$ cat src/rtl/led_intf.sv
// Doorlock LED front-end: maps the lock status code
// to off / steady / blink / chase patterns on 8 LEDs.
module led_intf #(
  parameter int BLINK_HALF = 5
) (
  input  logic       clk_10hz_i,
  input  logic       rst_i,
  input  logic [1:0] led_sig_i,
  output logic [1:8] led_o
);

  typedef enum logic [1:0] {
    IDLE  = 2'd0,
    OPEN  = 2'd1,
    ERROR = 2'd2,
    ALARM = 2'd3
  } mode_t;

  // 5 bits so the phase reaches 2*15-1 at the top of the legal range
  localparam int CW = 5;
  localparam logic [CW-1:0] CNT_MAX = CW'(2 * BLINK_HALF - 1);
  localparam logic [CW-1:0] HALF    = CW'(BLINK_HALF);
  localparam logic [7:0]    CHASE0  = 8'b1000_0000;

  mode_t           r_mode;
  mode_t           w_mode_nxt;
  mode_t           w_sig;
  logic [CW-1:0]   r_cnt;
  logic [CW-1:0]   w_cnt_nxt;
  logic [7:0]      r_chase;
  logic [7:0]      w_chase_nxt;

  assign w_sig = mode_t'(led_sig_i);

  always_ff @(posedge clk_10hz_i or negedge rst_i) begin
    if (!rst_i) begin
      r_mode  <= IDLE;
      r_cnt   <= '0;
      r_chase <= CHASE0;
    end else begin
      r_mode  <= w_mode_nxt;
      r_cnt   <= w_cnt_nxt;
      r_chase <= w_chase_nxt;
    end
  end

  always_comb begin
    w_mode_nxt  = r_mode;
    w_cnt_nxt   = r_cnt;
    w_chase_nxt = r_chase;
    if (w_sig != r_mode) begin
      w_mode_nxt  = w_sig;
      w_cnt_nxt   = '0;
      w_chase_nxt = CHASE0;
    end else begin
      w_cnt_nxt   = (r_cnt == CNT_MAX) ? '0 : r_cnt + 1'b1;
      w_chase_nxt = {r_chase[0], r_chase[7:1]};
    end
  end

  always_comb begin
    led_o = '0;
    unique case (r_mode)
      IDLE:  led_o = 8'h00;
      OPEN:  led_o = 8'hFF;
      ERROR: led_o = (r_cnt < HALF) ? 8'hFF : 8'h00;
      ALARM: led_o = r_chase;
      default: led_o = 8'h00;
    endcase
  end

endmodule

$ cat config.mk
export PLATFORM = sky130hd
export DESIGN_NAME = led_intf
export DESIGN_NICKNAME = d
export VERILOG_FILES = /design/src/rtl/led_intf.sv
export SDC_FILE = /design/constraint.sdc
export NUM_CORES = 1
export LEC_CHECK = 0
export CAP_MARGIN = 30
export CORE_AREA = 2 2 42 44
export CTS_BUF_LIST = sky130_fd_sc_hd__clkbuf_8
export DETAILED_ROUTE_END_ITERATION = 6
export DIE_AREA = 0 0 44 46
export GPL_TIMING_DRIVEN = 0
export PLACE_DENSITY = 0.67
export SLEW_MARGIN = 15
export SYNTH_ARGS = -nofsm -noshare
export SYNTH_HDL_FRONTEND = slang
export SYNTH_SLANG_ARGS = --single-unit
$ cat constraint.sdc
create_clock -name clk_10hz_i -period 1.5 [get_ports clk_10hz_i]
set_input_delay 0.3 -clock clk_10hz_i [delete_from_list [all_inputs] [get_ports clk_10hz_i]]
set_output_delay 0.3 -clock clk_10hz_i [all_outputs]
set_load 0.005 [all_outputs]
==> flow_metrics.env <==
export IMPL_initial_core_util_pct=41.47
export IMPL_setup_violations=8
export IMPL_cts_inserted_buffers=3
export IMPL_setup_slack_ns=-0.2250
export IMPL_maxCapViolCount=0
export IMPL_seq_area_um2=376.6
export IMPL_synth_top_family_by_area="simple AND/OR/NAND/NOR gates"
export IMPL_fill_cells=146
export IMPL_peakVddDrop_v=0.0006202
export IMPL_yosys_area_share_simple_pct=17.76
export IMPL_htree_levels=1
export IMPL_grt_pass1_wl_mm=2.139
export IMPL_die_h_um=46
export IMPL_worstReg2RegStart="r_cnt[1]"
export IMPL_synth_xor_area_share_pct=6.168
export IMPL_arrival_ns=1.43
export IMPL_placementRows=15
export IMPL_chipWidth_um=44
export IMPL_netlist_area_um2=669.4
export IMPL_clkTransAtPathRegs_ns=0.06
export IMPL_cp_start_kind="register"
export IMPL_clock_latency_ns=0.24
export IMPL_ios=12
export IMPL_fin_nets=89
export IMPL_drive_gt1_share_pct=31.71
export IMPL_wirelength_mm=1.305
export IMPL_async_flop_share_pct=100.0
export IMPL_synthAdderAreaFrac_pct=3.738
export IMPL_dp_slack_ns=-0.2792
export IMPL_grt_max_degree=16
export IMPL_fin_skew_ns=0.003823
export IMPL_core_area_um2=1614
export IMPL_clock_fmax_mhz=579.7
export IMPL_ys_flop_type="dfrtp_1"
export IMPL_synth_seq_area_share_pct=56.26
export IMPL_drv_slew=0
export IMPL_synth_seq_cells=15
export IMPL_outcome="finished, violations left"
export IMPL_first_global_vias=504
export IMPL_p_per_area_nw_per_um2=979.0
export IMPL_p_total_w=0.0008722
export IMPL_cts_tree="done"
export IMPL_area_delta_synth_final_pct=33.08
export IMPL_cellLeakagePower_nw=0.4398
export IMPL_cts_sink_count=15
export IMPL_r2r_setup_slack_ns=0.24
export IMPL_antenna_found_initial=0
export IMPL_worstSetupEndpointType="output pin"
export IMPL_vias_per_cell=5.182
export IMPL_fin_crit_sh_pct=115.0
export IMPL_drt_pass1_iter_count=3
export IMPL_cp_required_ns=1.20
export IMPL_violations="setup timing"
export IMPL_worst_pin_slew_ns=0.6691
export IMPL_synth_compound_area_share_pct=13.83
export IMPL_clockBufferDepth=2
export IMPL_drtIter0Drc=5
export IMPL_die_area_um2=2024
export IMPL_dr_total_vias=513
export IMPL_grt_overflow=0
export IMPL_tns_ns=-1.185
export IMPL_synthCells=58
export IMPL_ys_types=22
export IMPL_cts_root_buf="clkbuf_8"
export IMPL_syn_nets=64
export IMPL_hold_ws_ns=0.4651
export IMPL_rsz0062_at_grt="yes"
export IMPL_place_gp_congestion=0.6976
export IMPL_reg2reg_to="r_cnt[3]"
export IMPL_syn_avg_cell_area_um2=11.54
export IMPL_dp_hpwl_um=806.7
export IMPL_port_buffers=11
export IMPL_crit_fanout=4
export IMPL_critPathLaunch="r_cnt[3]"
export IMPL_fin_crit_ns=1.725
export IMPL_final_cell_area_um2=890.9
export IMPL_yosysWarnings=0
export IMPL_place_area_um2=800.8
export IMPL_path_class="reg2out"
export IMPL_multi_input_area_um2=277.8
export IMPL_synth_edf_count=0
export IMPL_ant_nets=0
export IMPL_wl_per_cell_um=13.18
export IMPL_drc_errors=0
export IMPL_antenna_cells=0
export IMPL_hold_violations=0
export IMPL_hold_path_class="in2async"
export IMPL_worst_r2r_path_depth=6
export IMPL_relSlewSlack_pct=55.26
export IMPL_synth_area_mux_share_pct=0
export IMPL_grt_usage_pct=15.02
==> how the worst max path moves through the flow <==
stage | endpoint | slack, ns
floorplan | led_o[1] | 0.32
global placement | led_o[1] | -0.28
detailed placement | led_o[3] | -0.28
CTS | led_o[1] | -0.21
global route | led_o[1] | -0.28
finish | led_o[1] | -0.23
==> state kept, by name, indices dropped and copies added, names as in the netlist <==
name and cells:
r_mode 2, r_chase 8, r_cnt 5
==> cells in the final DEF (no fill, tap or decap), types with 2 or more instances in the layout <==
master,netlist,layout
a21oi_1,2,2
and3_1,7,7
buf_2,0,7
buf_4,0,6
buf_6,0,3
clkbuf_1,2,2
clkbuf_8,0,3
clkdlybuf4s50_1,0,3
dfrtp_1,14,14
ha_1,2,2
inv_1,2,3
nand3_1,2,2
nand3b_1,2,2
nor2_1,3,3
nor3_1,2,2
o21a_1,8,8
xnor2_2,2,2
==> layer usage <==
layer	GRT usage [%]	vias to the layer above	wire (um)
li1	-	248	-
met1	20.00	252	583
met2	21.76	11	645
met3	4.365	2	56
met4	8.485	0	19
met5	0	-	0
==> layout make-up <==
cell class	instances	share of cell area, %
sequential	15	42.28
tap	17	2.388
clock inverter	1	0.4213
timing repair buffer	20	17.42
buffer	2	0.8427
clock buffer	3	4.635
inverter	2	0.8427
multi-input combinational	39	31.18
==> critical path, cell delays in order (launching register included) <==
cell     delay, ns
dfrtp_1       0.40
nor2_1        0.06
a31o_2        0.27
buf_6         0.13
buf_6         0.11
o21a_1        0.09
buf_2         0.12
==> metrics by stage <==
stage,instances,util (%)
after global routing,99,55.19
final,99,55.19
after CTS,97,54.26
after detailed placement,86,49.61
after global placement,86,49.61
after floorplan,58,-
==> synth_stat cells (all sizes together) (3+ instances only) <==
cell type  number  area (um^2)
dfrtp          14        350.3
o21a            8        60.06
and3            7        43.79
nor2            3        11.26
==> power by group <==
group          total (W)  internal [W]  switching, W
clock           0.000315      0.000181      0.000134
sequential      0.000432      0.000422     0.0000105
combinational   0.000125     0.0000648     0.0000598
total           0.000872      0.000668      0.000205
==> logic make-up after synthesis <==
family	after synthesis
compound gates	13
xor+xnor	3
fa+ha+maj	2
buf+inv	4
flops	15
simple gates	21
==> repair_timing <==
action	in CTS	in global routing
hold buffers	0	0
pin swaps	3	1
gates resized for setup	34	0
setup endpoints to repair	8	8
setup buffers	7	2
Note: power is estimated with default switching activity, not from simulation.
